--- src/rtl/processor_top.sv ---
// processor_top: MP4 LED image top, three quarter-phase sine PWM channels plus heartbeat blink
// clk   : system clock, all state on the rising edge
// rst_n : asynchronous active-low reset
// RGB_R/RGB_G/RGB_B : active-low PWM drive for the RGB LED
// LED   : active-high heartbeat, toggles every BLINK_DIV cycles
module processor_top #(
  parameter int PWM_BITS  = 8,
  parameter int STEP_DIV  = 1,
  parameter int BLINK_DIV = 1024
) (
  input  logic clk,
  input  logic rst_n,
  output logic RGB_R,
  output logic RGB_G,
  output logic RGB_B,
  output logic LED
);
  localparam int SW = $clog2(STEP_DIV + 1);
  localparam int BW = $clog2(BLINK_DIV + 1);
  logic [PWM_BITS-1:0] cnt_q, cnt_d, dr_q, dr_d, dg_q, dg_d, db_q, db_d;
  logic [7:0] phase_q, phase_d;
  logic [SW-1:0] step_q, step_d, step_inc;
  logic [BW-1:0] blk_q, blk_d, blk_inc;
  logic r_q, r_d, g_q, g_d, b_q, b_d, led_q, led_d;
  logic wrap, step_hit, blk_hit;
  // round(127*sin(2*pi*k/256)), k = 0..64
  function automatic logic [6:0] qtab(input logic [6:0] k);
    logic [6:0] q;
    case (k)
      7'd0: q = 7'd0;    7'd1: q = 7'd3;    7'd2: q = 7'd6;    7'd3: q = 7'd9;
      7'd4: q = 7'd12;   7'd5: q = 7'd16;   7'd6: q = 7'd19;   7'd7: q = 7'd22;
      7'd8: q = 7'd25;   7'd9: q = 7'd28;   7'd10: q = 7'd31;  7'd11: q = 7'd34;
      7'd12: q = 7'd37;  7'd13: q = 7'd40;  7'd14: q = 7'd43;  7'd15: q = 7'd46;
      7'd16: q = 7'd49;  7'd17: q = 7'd51;  7'd18: q = 7'd54;  7'd19: q = 7'd57;
      7'd20: q = 7'd60;  7'd21: q = 7'd63;  7'd22: q = 7'd65;  7'd23: q = 7'd68;
      7'd24: q = 7'd71;  7'd25: q = 7'd73;  7'd26: q = 7'd76;  7'd27: q = 7'd78;
      7'd28: q = 7'd81;  7'd29: q = 7'd83;  7'd30: q = 7'd85;  7'd31: q = 7'd88;
      7'd32: q = 7'd90;  7'd33: q = 7'd92;  7'd34: q = 7'd94;  7'd35: q = 7'd96;
      7'd36: q = 7'd98;  7'd37: q = 7'd100; 7'd38: q = 7'd102; 7'd39: q = 7'd104;
      7'd40: q = 7'd106; 7'd41: q = 7'd107; 7'd42: q = 7'd109; 7'd43: q = 7'd111;
      7'd44: q = 7'd112; 7'd45: q = 7'd113; 7'd46: q = 7'd115; 7'd47: q = 7'd116;
      7'd48: q = 7'd117; 7'd49: q = 7'd118; 7'd50: q = 7'd120; 7'd51: q = 7'd121;
      7'd52: q = 7'd122; 7'd53: q = 7'd122; 7'd54: q = 7'd123; 7'd55: q = 7'd124;
      7'd56: q = 7'd125; 7'd57: q = 7'd125; 7'd58: q = 7'd126; 7'd59: q = 7'd126;
      7'd60: q = 7'd126; 7'd61: q = 7'd127; 7'd62: q = 7'd127; 7'd63: q = 7'd127;
      7'd64: q = 7'd127;
      default: q = 7'd0;
    endcase
    return q;
  endfunction
  // odd quadrants mirror the index, upper half negates the offset around 128
  function automatic logic [7:0] sine(input logic [7:0] p);
    logic [6:0] k;
    logic [6:0] q;
    k = p[6] ? 7'd64 - {1'b0, p[5:0]} : {1'b0, p[5:0]};
    q = qtab(k);
    return p[7] ? 8'd128 - {1'b0, q} : 8'd128 + {1'b0, q};
  endfunction
  always_comb begin
    wrap     = &cnt_q;
    cnt_d    = cnt_q + PWM_BITS'(1);
    step_inc = step_q + SW'(1);
    step_hit = wrap && (step_inc == SW'(STEP_DIV));
    step_d   = wrap ? (step_hit ? '0 : step_inc) : step_q;
    phase_d  = step_hit ? phase_q + 8'd1 : phase_q;
    // duties sample the post-edge phase so the new period starts with fresh values
    dr_d     = wrap ? PWM_BITS'(sine(phase_d)) : dr_q;
    dg_d     = wrap ? PWM_BITS'(sine(phase_d + 8'd64)) : dg_q;
    db_d     = wrap ? PWM_BITS'(sine(phase_d + 8'd192)) : db_q;
    r_d      = ~(cnt_d < dr_d);
    g_d      = ~(cnt_d < dg_d);
    b_d      = ~(cnt_d < db_d);
    blk_inc  = blk_q + BW'(1);
    blk_hit  = blk_inc == BW'(BLINK_DIV);
    blk_d    = blk_hit ? '0 : blk_inc;
    led_d    = blk_hit ? ~led_q : led_q;
  end
  always_ff @(posedge clk or negedge rst_n) begin
    if (!rst_n) begin
      cnt_q   <= '0;
      phase_q <= '0;
      step_q  <= '0;
      blk_q   <= '0;
      dr_q    <= PWM_BITS'(128);
      dg_q    <= PWM_BITS'(255);
      db_q    <= PWM_BITS'(1);
      r_q     <= 1'b1;
      g_q     <= 1'b1;
      b_q     <= 1'b1;
      led_q   <= 1'b0;
    end else begin
      cnt_q   <= cnt_d;
      phase_q <= phase_d;
      step_q  <= step_d;
      blk_q   <= blk_d;
      dr_q    <= dr_d;
      dg_q    <= dg_d;
      db_q    <= db_d;
      r_q     <= r_d;
      g_q     <= g_d;
      b_q     <= b_d;
      led_q   <= led_d;
    end
  end
  assign RGB_R = r_q;
  assign RGB_G = g_q;
  assign RGB_B = b_q;
  assign LED   = led_q;
endmodule

--- config.mk ---
export PLATFORM = sky130hd
export DESIGN_NAME = processor_top
export DESIGN_NICKNAME = d
export VERILOG_FILES = /design/src/rtl/processor_top.sv
export SDC_FILE = /design/constraint.sdc
export NUM_CORES = 1
export LEC_CHECK = 0
export CAP_MARGIN = 20
export CELL_PAD_IN_SITES_DETAIL_PLACEMENT = 1
export CELL_PAD_IN_SITES_GLOBAL_PLACEMENT = 2
export CORE_MARGIN = 5
export CORE_UTILIZATION = 41
export CTS_CLUSTER_SIZE = 8
export DETAILED_ROUTE_END_ITERATION = 6
export PLACE_DENSITY_LB_ADDON = 0.1
export SETUP_SLACK_MARGIN = 0.5
export SKIP_CTS_REPAIR_TIMING = 1
export SYNTH_ARGS = -nofsm -noshare
export SYNTH_HDL_FRONTEND = slang
export SYNTH_SLANG_ARGS = --single-unit
--- constraint.sdc ---
create_clock -name clk -period 7.35 [get_ports clk]
set_clock_uncertainty 0.05 [all_clocks]
set_input_delay 1.1025 -clock clk [delete_from_list [all_inputs] [get_ports clk]]
set_output_delay 1.1025 -clock clk [all_outputs]
set_load 0.03 [all_outputs]
## Word-level counts from Yosys, hierarchy flattened

Memory sizes are Yosys's and may differ from the RTL's.
Cells that the tools add are included.
Widths: inputs -> output; s select.

| word-level totals | value |
|---|---|
| memory bits (read-only) | 2688 |
| output and inout bits | 4 |
| memories kept | 3 |
| register bits after elaboration | 56 |
| logic and storage cells | 51 |
| bits of input ports | 2 |

| cells by class | value |
|---|---|
| bitwise operators | 4 |
| $lt $le $gt $ge | 3 |
| equal/unequal tests | 1 |
| mux-type cells | 12 |
| reductions and logical operators | 2 |
| add/subtract/negate cells | 15 |

Memory list:

| memory | words | width | read ports | clocked after memory_dff | wr ports | line | text |
|---|---|---|---|---|---|---|---|
| (name not given) | 128 | 7 | 1 | 0 | 0 | 29 | `case (k)` |
| (name not given) | 128 | 7 | 1 | 0 | 0 | 29 |  |
| (name not given) | 128 | 7 | 1 | 0 | 0 | 29 |  |

Operator list:

| cell | number |
|---|---|
| $mux 8 | 7 |
| $add 8x7->8 const A | 3 |
| $lt 8x8->1 | 3 |
| $sub 8x7->8 const A | 3 |
| $mux 7 | 3 |
| $sub 7x6->7 const A | 3 |
| $add 8x1->8 const B | 2 |
| $add 11x1->11 const B | 1 |
| $eq 11x11->1 const B | 1 |
| $mux 11 | 1 |
| $add 8x7->8 const B | 1 |
| $add 8x8->8 const B | 1 |
| $reduce_and 8->1 | 1 |
| $not 1->1 | 4 |
| $add 1x1->1 const B | 1 |
| $logic_and 1x1->1 | 1 |
| $mux 1 | 1 |

## Logic depth before layout (Yosys ltp)

An unclocked memory read counts as a cell.

| depth | value |
|---|---|
| depth in word-level cells | 12 |
| mapped depth | 31 |
| depth with buffers taken out | 27 |

## Worst setup path after synthesis

OpenSTA, ideal clock, no wires.

| path | value |
|---|---|
| path kind | register to register |
| from | register cnt_q[0] |
| to | register g_q, in the netlist RGB_G |
| slack | 1.304 ns |
| required time | 7.208 ns |
| stages on the path, launching flop included | 28 |
| library setup time | 0.092 ns |
| data arrival time | 5.904 ns |
| path buffers | 3 |
| period minus slack after synthesis | 6.046 ns |
| path through | dfrtp_1 ha_1 buf_4 and4b_1 buf_2 nand3_1 and2_1 clkbuf_1 ha_1 inv_1 mux2i_1 ha_1 inv_1 nor4_1 a221oi_1 a2111oi_0 a311oi_1 a31oi_2 inv_1 ha_1 and4bb_4 and3_4 or4_1 ha_1 a21o_1 a21oi_1 o31a_1 a31oi_1 |

| between the ends | value |
|---|---|
| word-level cells in the longest chain between the ends | 12 |
| elaborated cells between the ends (all ways) | 14 |
| classes of those cells | 5 x add/sub; 1 x order compare; 4 x mux; 1 x bitwise; 2 x reduce/logical; 1 x memory |

Ends and longest elaborated chain:

| item | line | text |
|---|---|---|
| start: declaration | 20 | `logic [PWM_BITS-1:0] cnt_q, cnt_d, dr_q, dr_d, dg_q, dg_d, db_q, db_d;` |
| start signal: assignment | 92 | `cnt_q <= cnt_d;` |
| $reduce_and 8->1 | 60 | `wrap = &cnt_q;` |
| $logic_and 1x1->1 | 63 | `step_hit = wrap && (step_inc == SW'(STEP_DIV));` |
| $mux 8 | 65 | `phase_d = step_hit ? phase_q + 8'd1 : phase_q;` |
| $add 8x7->8 | 68 | `dg_d = wrap ? PWM_BITS'(sine(phase_d + 8'd64)) : dg_q;` |
| $sub 7x6->7 | 55 | `k = p[6] ? 7'd64 - {1'b0, p[5:0]} : {1'b0, p[5:0]};` |
| $mux 7 | 55 |  |
| $mem_v2 128x7 | -- |  |
| $add 8x7->8 or $sub 8x7->8 (tied branches) | 57 | `return p[7] ? 8'd128 - {1'b0, q} : 8'd128 + {1'b0, q};` |
| $mux 8 | 57 |  |
| $mux 8 | 68 |  |
| $lt 8x8->1 * | 71 | `g_d = ~(cnt_d < dg_d);` |
| $not 1->1 * | 71 |  |
| net g_d | 24 | `logic r_q, r_d, g_q, g_d, b_q, b_d, led_q, led_d;` |
| end signal: assignment | 100 | `g_q <= g_d;` |
| end: declaration | 24 |  |

Mark *: on every way through the listed nets, which the timed path passes. The rest lies on a longest branch.
A chain may end at the register's enable or synchronous reset.

## Worst setup path after layout

Same ends and word-level chain as after synthesis.

==> flow_summary.toml <==
[status]
outcome = "finished, final reports clean"

[floorplanning]
core-area_um2 = 14590
start_util_pct = 41.92
io_pins = 6
die_y_um = 132.1
dieWidth_um = 132.1
dieArea_um2 = 17460
rows = 44

[synth]
synth_fp_nets = 772
synth_ff_type = "dfrtp_1"
mappedNetlistArea_um2 = 6116
yosysSeqAreaShare_pct = 23.18
synth_most_common_cell = "nand2_1"
synthCells = 727
synth_edf_count = 0
synthTopCellsByArea = "dfrtp_1 (18%), ha_1 (8.8%), dfstp_2 (5.6%)"
ys_warn_count = 0
ys_async_sr_fraction_pct = 100.0
synth.avg_cell_area_um2 = 8.412
ys_ff_latch = 56
synth_common_cells = "nand2_1 (62), dfrtp_1 (43), ha_1 (43)"
synth_cell_types = 96
yosysTopAreaCell = "dfrtp_1"
synth_top_area_share_pct = 17.59

[detailed_routing]
dr_wl_met3_um = 904
wl_per_cell_um = 22.70
dr.pass1.iters = 4
highest_layer = "met4"
antenna_left = 0
wl_met1_um = 9488
drt-initial-drc-count = 372
vias = 5952
wl_um = 20520
vias_per_cell = 6.584
wl_met2_um = 9722
drc = 0

[critical_path]
cp-start-kind = "flip-flop"
worstSetupEndpointType = "flip-flop"
cp.required_ns = 7.51
cp_max_fo = 9
cp_data_arrival_time_ns = 6.69
worstSetupPathType = "flip-flop to flip-flop"

[global_routing]
grt_max_degree = 52
grt-ovfl-total = 0
grt_pass1_wl_um = 32960
grt_usage_pct = 22.89
antenna_found_initial = 0
grt_pass1_vias = 6037

[flow_run]
maxCapViolations = 0

[sta]
fmax_ghz = 0.1533
setup_viol = 0
hold_viol = 0
rsz0062_at_grt = "true"
finalCritPeriodShare_pct = 88.77
max-slew-margin-rel_pct = 27.34
final.setup.tns_ns = 0
period_needed_ns = 6.525
worstMarginPinSlew_ns = 1.082
setup_ws_ns = 0.8255
maxSlewViolCount = 0

[clock_network]
root_buffer = "clkbuf_16"
cts.sinks = 56
clockBufferDepth = 2
clk_pin_slew_ns = 0.08
cts_buffers = 5
clock_latency_ns = 0.30
htreeDepth = 2
cts_tree = "built"

[place]
dpl_worst_slack_ns = 0.7009
hpwl_um = 15670
gp_congestion = 0.8846
io_buffers = 5

[pwr]
leakage_nw = 2.628
powerDensity_nw_per_um2 = 87.30
ir_drop_mv = 0.08111

[final_layout]
areaGrowthSynthToFinish_pct = 6.097
diodes = 0
drive_above_1_share_pct = 15.83
nNetsFinal = 764

[min_path]
hold_class = "flip-flop to flip-flop"
[layout by cell type, fill, tap and decap left out, types with 9 or more instances in the layout]
cell / instances
a211oi_1: 21
and2_1: 9
a21oi_1: 37
inv_1: 21
xnor2_1: 32
o21ai_0: 28
nor2_1: 39
a21o_1: 9
nand3_1: 33
nand2_1: 62
o211ai_1: 9
nor3_1: 26
dfstp_2: 13
mux2_2: 9
nand4_1: 16
a311oi_1: 9
a31oi_1: 14
buf_4: 22
mux2i_1: 14
ha_1: 42
dfrtp_1: 43
and3_1: 11
nor4_1: 9
[where the power goes]
group / internal (mW) / switching (mW) / leakage, nW
logic: 0.000528 / 0.00646 / 1.85
registers: 0.308 / 0 / 0.707
clock network: 0.128 / 0.124 / 0.0671
[final cells by class]
type	count	area (um2)
tap	184	230.2
fill	1749	8100
clock buffer	6	128.9
multi-input combinational	602	4384
clock inverter	2	16.27
timing repair buffer	27	210.2
sequential	56	1418
inverter	27	101.3
[state kept, by name, indices dropped and copies added (netlist names)]
| register | cells |
|---|---|
| dr_q | 8 |
| step_q | 1 |
| cnt_q | 8 |
| blk_q | 11 |
| db_q | 8 |
| phase_q | 8 |
| RGB_R | 1 |
| LED | 1 |
| RGB_G | 1 |
| RGB_B | 1 |
| dg_q | 8 |
[cells by family after synthesis]
logic type	after synthesis	share of synthesized area, %
AND/OR/NAND/NOR	263	23.63
XOR/XNOR	41	5.994
flip-flops	56	23.18
multiplexers	24	4.173
AO/OA/AOI/OAI	231	28.72
buffers and inverters	69	5.503
adder cells (fa/ha/maj)	43	8.797
[stage by stage]
stage	power (mW)	hold slack [ns]	instance area, um2	instances	util (%)
2_1_floorplan	0.3141	0.3829	6116	727	-
3_3_place_gp	0.3215	0.3975	6321	896	43.33
3_5_place_dp	0.3215	0.4052	6321	896	43.33
4_1_cts	0.5728	0.4158	6466	904	44.32
5_1_grt	0.5840	0.4439	6489	904	44.48
6_report	0.5665	0.4124	6489	904	44.48
[metal layers]
metal / vias to the layer above / GRT usage [%]
li1: 2773 / -
met1: 2990 / 31.27
met2: 158 / 37.96
met3: 31 / 3.359
met4: 0 / 5.886
met5: - / 0
[final timing paths]
| path | from | end | slack [ns] | depth (start not counted) |
|---|---|---|---|---|
| setup / recovery | cnt_q[0]$_DFF_PN0_ | RGB_G$_DFF_PN1_ | 0.83 | 24 |
| hold / removal | blk_q[0]$_DFF_PN0_ | blk_q[0]$_DFF_PN0_ | 0.41 | 1 |
| min in group asynchronous | rst_n | phase_q[6]$_DFF_PN0_ | 0.58 | 1 |
| setup reg to reg | cnt_q[0]$_DFF_PN0_ | RGB_G$_DFF_PN1_ | 0.83 | 24 |
| max in group asynchronous | rst_n | db_q[7]$_DFF_PN0_ | 5.74 | 2 |
| hold reg to reg | blk_q[0]$_DFF_PN0_ | blk_q[0]$_DFF_PN0_ | 0.41 | 1 |
[worst max-delay path, cell delays in order (launching register included)]
cell,delay [ns]
dfrtp_1,0.44
ha_2,0.32
and4b_2,0.37
nand2_2,0.17
mux2i_2,0.36
ha_1,0.38
inv_1,0.16
mux2i_1,0.13
ha_1,0.43
inv_1,0.09
nor4_1,0.43
a221oi_1,0.10
a2111oi_1,0.45
a311oi_1,0.12
a31oi_2,0.29
inv_1,0.08
ha_1,0.23
and4bb_4,0.23
and3_4,0.16
or4_1,0.52
ha_1,0.32
a21o_1,0.17
a21oi_1,0.23
o31a_1,0.17
a31oi_1,0.04
Note: power is estimated with default switching activity, not from simulation.
